[src/rtl/mp_add_sequencer_pkg.sv]
// ---------------------------------------------------------------------------
// mp_add_sequencer_pkg
// Shared definitions for the multi-precision add/subtract sequencer:
//   - default slice geometry (slice width, slice count)
//   - helpers that derive the total operand width and the slice-index width
//   - the sequencer state encoding (IDLE / RUN / DONE)
// ---------------------------------------------------------------------------
package mp_add_sequencer_pkg;

  localparam int DEF_SLICE_W    = 4;
  localparam int DEF_NUM_SLICES = 4;

  // Full operand width built from the slice geometry.
  function automatic int total_width(input int slice_w, input int num_slices);
    return slice_w * num_slices;
  endfunction

  // Slice index width; a single-slice build still needs a 1-bit index.
  function automatic int idx_width(input int num_slices);
    return (num_slices > 1) ? $clog2(num_slices) : 1;
  endfunction

  typedef enum logic [1:0] {
    IDLE = 2'd0,
    RUN  = 2'd1,
    DONE = 2'd2
  } state_t;

endpackage

[src/rtl/mp_add_sequencer_add_slice.sv]
// ---------------------------------------------------------------------------
// add_slice
// Purely combinational SLICE_W-bit ripple-carry adder. This is the one shared
// adder that the sequencer time-multiplexes across operand slices.
// Ports:
//   a, b  in   SLICE_W  addend slices
//   ci    in   1        carry in
//   s     out  SLICE_W  sum slice
//   co    out  1        carry out of the slice MSB
// ---------------------------------------------------------------------------
module add_slice #(
  parameter int SLICE_W = 4
) (
  input  logic [SLICE_W-1:0] a,
  input  logic [SLICE_W-1:0] b,
  input  logic               ci,
  output logic [SLICE_W-1:0] s,
  output logic               co
);

  always_comb begin
    logic c;
    // NOTE: every output of a combinational block gets a default before any
    // conditional or partial assignment, otherwise synthesis infers a latch.
    s = '0;
    c = ci;
    // The carry ripples through a block-local variable, so blocking
    // assignments here model the chain bit by bit.
    for (int i = 0; i < SLICE_W; i++) begin
      s[i] = a[i] ^ b[i] ^ c;
      c    = (a[i] & b[i]) | (c & (a[i] ^ b[i]));
    end
    co = c;
  end

endmodule

[src/rtl/mp_add_sequencer.sv]
// ---------------------------------------------------------------------------
// mp_add_sequencer
// Multi-precision add/subtract built around one shared SLICE_W-bit adder.
// Operands are processed LSB slice first, one slice per clock, with the carry
// registered between slices. Result is held until the consumer takes it.
// Ports:
//   clk          in   1        clock, all state on rising edge
//   rst_n        in   1        asynchronous active-low reset
//   start_valid  in   1        request present with op_a/op_b/cin/sub
//   start_ready  out  1        sequencer idle, request will be accepted
//   op_a, op_b   in   TOTAL_W  operands
//   cin          in   1        carry in for add (ignored for subtract)
//   sub          in   1        1: A-B (B inverted, carry in forced to 1)
//   res_valid    out  1        result valid and held
//   res_ready    in   1        consumer takes the result
//   sum          out  TOTAL_W  result modulo 2^TOTAL_W
//   cout         out  1        carry out of MSB slice (subtract: 1 = no borrow)
//   ovf          out  1        two's-complement signed overflow
//   busy         out  1        slices being processed
// ---------------------------------------------------------------------------
module mp_add_sequencer
  import mp_add_sequencer_pkg::*;
#(
  parameter int SLICE_W    = DEF_SLICE_W,
  parameter int NUM_SLICES = DEF_NUM_SLICES,
  localparam int TOTAL_W   = total_width(SLICE_W, NUM_SLICES)
) (
  input  logic               clk,
  input  logic               rst_n,
  input  logic               start_valid,
  output logic               start_ready,
  input  logic [TOTAL_W-1:0] op_a,
  input  logic [TOTAL_W-1:0] op_b,
  input  logic               cin,
  input  logic               sub,
  output logic               res_valid,
  input  logic               res_ready,
  output logic [TOTAL_W-1:0] sum,
  output logic               cout,
  output logic               ovf,
  output logic               busy
);

  localparam int IDX_W = idx_width(NUM_SLICES);
  localparam logic [IDX_W-1:0] LAST_IDX = IDX_W'(NUM_SLICES - 1);

  state_t             state_q;
  logic [TOTAL_W-1:0] a_q;
  logic [TOTAL_W-1:0] b_q;       // already conditionally inverted for subtract
  logic [TOTAL_W-1:0] sum_q;
  logic               carry_q;
  logic               cout_q;
  logic               ovf_q;
  logic [IDX_W-1:0]   idx_q;

  logic [SLICE_W-1:0] a_sl;
  logic [SLICE_W-1:0] b_sl;
  logic [SLICE_W-1:0] s_sl;
  logic               co_sl;
  logic               last_slice;

  assign last_slice = (idx_q == LAST_IDX);

  // Select the current operand slice with constant part-selects only.
  always_comb begin
    a_sl = '0;
    b_sl = '0;
    for (int i = 0; i < NUM_SLICES; i++) begin
      if (idx_q == IDX_W'(i)) begin
        a_sl = a_q[i*SLICE_W +: SLICE_W];
        b_sl = b_q[i*SLICE_W +: SLICE_W];
      end
    end
  end

  add_slice #(
    .SLICE_W (SLICE_W)
  ) u_add_slice (
    .a  (a_sl),
    .b  (b_sl),
    .ci (carry_q),
    .s  (s_sl),
    .co (co_sl)
  );

  // NOTE: sequential state is updated with non-blocking assignments only, so
  // every register samples pre-edge values regardless of statement order.
  always_ff @(posedge clk or negedge rst_n) begin
    if (!rst_n) begin
      // The operand registers are a handful of flops, not a memory array, so
      // they are reset along with the rest to keep the datapath deterministic.
      state_q <= IDLE;
      a_q     <= '0;
      b_q     <= '0;
      sum_q   <= '0;
      carry_q <= 1'b0;
      cout_q  <= 1'b0;
      ovf_q   <= 1'b0;
      idx_q   <= '0;
    end else begin
      case (state_q)
        IDLE: begin
          if (start_valid) begin
            a_q     <= op_a;
            b_q     <= op_b ^ {TOTAL_W{sub}};
            carry_q <= sub | cin;
            idx_q   <= '0;
            sum_q   <= '0;
            cout_q  <= 1'b0;
            ovf_q   <= 1'b0;
            state_q <= RUN;
          end
        end
        RUN: begin
          carry_q <= co_sl;
          for (int i = 0; i < NUM_SLICES; i++) begin
            if (idx_q == IDX_W'(i)) sum_q[i*SLICE_W +: SLICE_W] <= s_sl;
          end
          if (last_slice) begin
            // Signed overflow: operands agree in sign, result sign differs.
            // The result MSB is the MSB of the slice being written this edge.
            cout_q  <= co_sl;
            ovf_q   <= (a_q[TOTAL_W-1] == b_q[TOTAL_W-1]) &&
                       (s_sl[SLICE_W-1] != a_q[TOTAL_W-1]);
            state_q <= DONE;
          end else begin
            idx_q <= idx_q + IDX_W'(1);
          end
        end
        DONE: begin
          if (res_ready) state_q <= IDLE;
        end
        default: state_q <= IDLE;
      endcase
    end
  end

  assign start_ready = (state_q == IDLE);
  assign busy        = (state_q == RUN);
  assign res_valid   = (state_q == DONE);
  assign sum         = sum_q;
  assign cout        = cout_q;
  assign ovf         = ovf_q;

endmodule

[config.mk]
export PLATFORM = sky130hd
export DESIGN_NAME = mp_add_sequencer
export DESIGN_NICKNAME = d
export VERILOG_FILES = /design/src/rtl/mp_add_sequencer_pkg.sv /design/src/rtl/mp_add_sequencer_add_slice.sv /design/src/rtl/mp_add_sequencer.sv
export SDC_FILE = /design/constraint.sdc
export NUM_CORES = 1
export LEC_CHECK = 0
export BUFFER_PORTS_ARGS = -buffer_cell sky130_fd_sc_hd__buf_2
export CAP_MARGIN = 10
export CELL_PAD_IN_SITES_DETAIL_PLACEMENT = 2
export CELL_PAD_IN_SITES_GLOBAL_PLACEMENT = 2
export CORE_UTILIZATION = 37
export CTS_CLUSTER_SIZE = 8
export DETAILED_ROUTE_END_ITERATION = 7
export GPL_ROUTABILITY_DRIVEN = 1
export HOLD_SLACK_MARGIN = 0.05
export PLACE_DENSITY = 0.86
export SLEW_MARGIN = 20
export SYNTH_ARGS = -nofsm -noshare
export SYNTH_HDL_FRONTEND = slang
export SYNTH_SLANG_ARGS = --single-unit
[constraint.sdc]
create_clock -name clk -period 9.7 [get_ports clk]
set_clock_uncertainty 0.1 [all_clocks]
set_input_delay 0 -clock clk [delete_from_list [all_inputs] [get_ports clk]]
set_output_delay 0 -clock clk [all_outputs]
set_load 0.02 [all_outputs]
==> reports/metrics.yaml <==
floorplan:
  num_io_pins: 59
  core_area_um2: 6982
  die_h_um: 88.02
  rows: 30
  fp.dieArea_um2: 7747
  dieWidth_um: 88.02
  start_util_pct: 39.21
critical_path:
  cp_max_fo: 18
  cp-start-kind: "register"
  crit_top_cell: "fa_1"
  cp_cell_sequence: "inv_1 -> ha_1 -> a21oi_1 -> o21ai_0 -> a22o_1 -> fa_1 -> inv_1 -> fa_1 -> fa_1 -> fa_1 -> and3_1 -> nor2_1 -> o21ai_0"
  cp_slowest_cell: "ha_1"
  cp_data_required_time_ns: 9.82
  worst_setup_path_end_kind: "register"
  cp_num_buf_inv: 2
  crit_family: "adder cells"
  slowest_delay_ns: 0.64
  crit_type: "register to register"
  arrival_ns: 4.06
grt:
  grt_pass1_wl_um: 14400
  grt_max_degree: 59
  grt_antenna_before_repair: 0
  grt_pass1_vias: 2554
  track_usage_pct: 25.98
  grt-ovfl-total: 0
timing:
  worst_pin_slew_ns: 0.9693
  drv_slew: 0
  hold_viol: 0
  relSlewSlack_pct: 35.38
  rsz0062_at_grt: "no"
  post-route-period-util_pct: 40.65
  finalSetupTns_ns: 0
  fin_crit_ns: 3.943
  fmax_mhz: 253.6
  setup_viol: 0
  hold_slack_ns: 0.1285
yosys:
  synth-async-reset-ratio_pct: 100.0
  ys_seq_area_share_pct: 50.27
  yosysWarnings: 0
  ys.flop_type: "dfrtp_1"
  netlist_top_cells_area: "dfrtp_1 50%, mux2_2 6.2%, a21oi_1 5.3%"
  synth.distinct_cells: 32
  synth_cells: 260
  synth-seq-cells: 55
  syn-num-nets: 306
  syn-cell-area_um2: 2738
  avgSynthCellArea_um2: 10.53
  synth-edff-count: 0
  synth_area_leader_cell: "dfrtp_1"
  synth_top_cell_area_share_pct: 50.27
detailed_routing:
  firstDrtPassIters: 4
  final_antenna_net_count: 0
  route.met3.wl_um: 235
  via_count: 2335
  wl_met2_um: 4929
  wl_per_cell_um: 21.23
  drt_iter0_markers: 122
  remaining_drc_errors: 0
  drt-total-wl_um: 9339
  wl_met1_um: 3921
  routed_via_density: 5.307
  top_layer: "met4"
min_path:
  worst_hold_path_type: "input port to register"
place:
  dpl_cell_area_um2: 3045
  place_congestion: 0.8173
  dp_hpwl_um: 5240
  io_buffer_count: 58
status:
  outcome: "finished clean"
cts:
  post-cts-setup-buffers: 0
  post_cts_resized: 0
  insertion_delay_ns: 0.33
  cts_root_buffer: "clkbuf_8"
  cts_tree: "yes"
  cts_made_buffers: 5
  clk_path_buf_depth: 2
  clk_pin_slew_ns: 0.10
  clock_sinks: 55
  htreeDepth: 2
final_layout:
  final_cell_mix: "58 x buf_2, 55 x dfrtp_1, 35 x dlygate4sd3_1, 29 x a21oi_1, 21 x nand2_1"
  fillers: 736
  num_antenna_cells: 0
  final_cell_area_um2: 3508
  layout_commonest_cell: "buf_2"
  layout-drive-gt1-share_pct: 25.87
  syn2layout_area_growth_pct: 28.15
  final_nets: 389
pwr:
  power_mw: 1.318
  ir_worst_vdd_v: 0.0001652
  powerDensity_nw_per_um2: 375.8
  p_leak_nw: 1.608
job:
  drv_cap: 0
final timing paths:
| check | start | endpoint | slack, ns | cells after the start |
|---|---|---|---|---|
| worst max-delay path | idx_q[0] | ovf | 5.76 | 13 |
| worst min-delay path | start_valid | sum[15] | 0.13 | 3 |
| worst max register to register | idx_q[0] | ovf | 5.76 | 13 |
| worst min register to register | sum[2] | sum[2] | 0.41 | 1 |
| max in group asynchronous | rst_n | sum[1] | 8.75 | 3 |
| min in group asynchronous | rst_n | b_q[12] | 0.26 | 3 |
power breakdown:
group	leakage, nW	internal, mW	switching, mW
clock	0.0581	0.0771	0.0822
sequential	0.672	0.331	0.0822
combinational	0.878	0.286	0.460
repair_timing:
item | 4_1_cts | 5_1_grt
hold buffers | 35 | 0
hold endpoints to repair | 89 | 0
endpoints found under the setup margin | 0 | 0
flip-flops by register name, summed over array words and instances (netlist names):
name,cells
a_q,16
b_q,16
sum,16
idx_q,2
state_q,2
carry_q,1
cout,1
ovf,1
Yosys cell counts, types with 2 or more instances:
cell,instances
a22o_1,7
nand2_1,21
inv_1,18
nor2_1,17
nor2b_1,2
xor2_1,4
buf_4,4
o22ai_1,3
a22oi_1,6
fa_1,4
buf_2,7
ha_1,4
o21ai_0,13
o21ai_1,8
a21oi_1,29
o2bb2ai_1,9
nand2b_1,3
mux2_2,15
buf_6,3
clkbuf_1,4
a2bb2o_2,2
xnor2_1,12
dfrtp_1,55
a21oi_2,2
per-layer routing:
layer | GRT usage, % | vias up
met2 | 46.30 | 64
met1 | 32.19 | 1204
met3 | 3.110 | 15
li1 | - | 1052
met4 | 9.971 | 0
met5 | 0 | -
through the flow:
step	utilization, %	setup WS (ns)	cells
3_3_place_gp	43.62	6.152	397
3_5_place_dp	43.62	5.975	397
2_1_floorplan	-	6.424	260
6_report	50.25	5.757	440
4_1_cts	50.25	5.928	440
5_1_grt	50.25	5.589	440
logic make-up after synthesis:
group	synth area share (%)
AOI/OAI and AO/OA	19.01
DFF	50.27
and+or+nand+nor	7.907
buffers and inverters	6.764
xor gates and xnor gates	5.119
muxes	6.170
adders and majority gates	4.753
cell type report:
cell class | count | area, µm² | share of cell area (%)
Inverter | 18 | 67.56 | 1.926
Tap cell | 96 | 120.1 | 3.424
Timing Repair Buffer | 95 | 655.6 | 18.69
Multi-Input combinational cell | 168 | 1176 | 33.52
Clock inverter | 3 | 43.79 | 1.248
Clock buffer | 5 | 68.82 | 1.961
Sequential cell | 55 | 1376 | 39.23
tightest hold or removal path, cell delays in order:
cell,delay (ns)
buf_2,0.09
o21bai_1,0.18
a22o_1,0.23
Power figures use the tool's default switching activity.
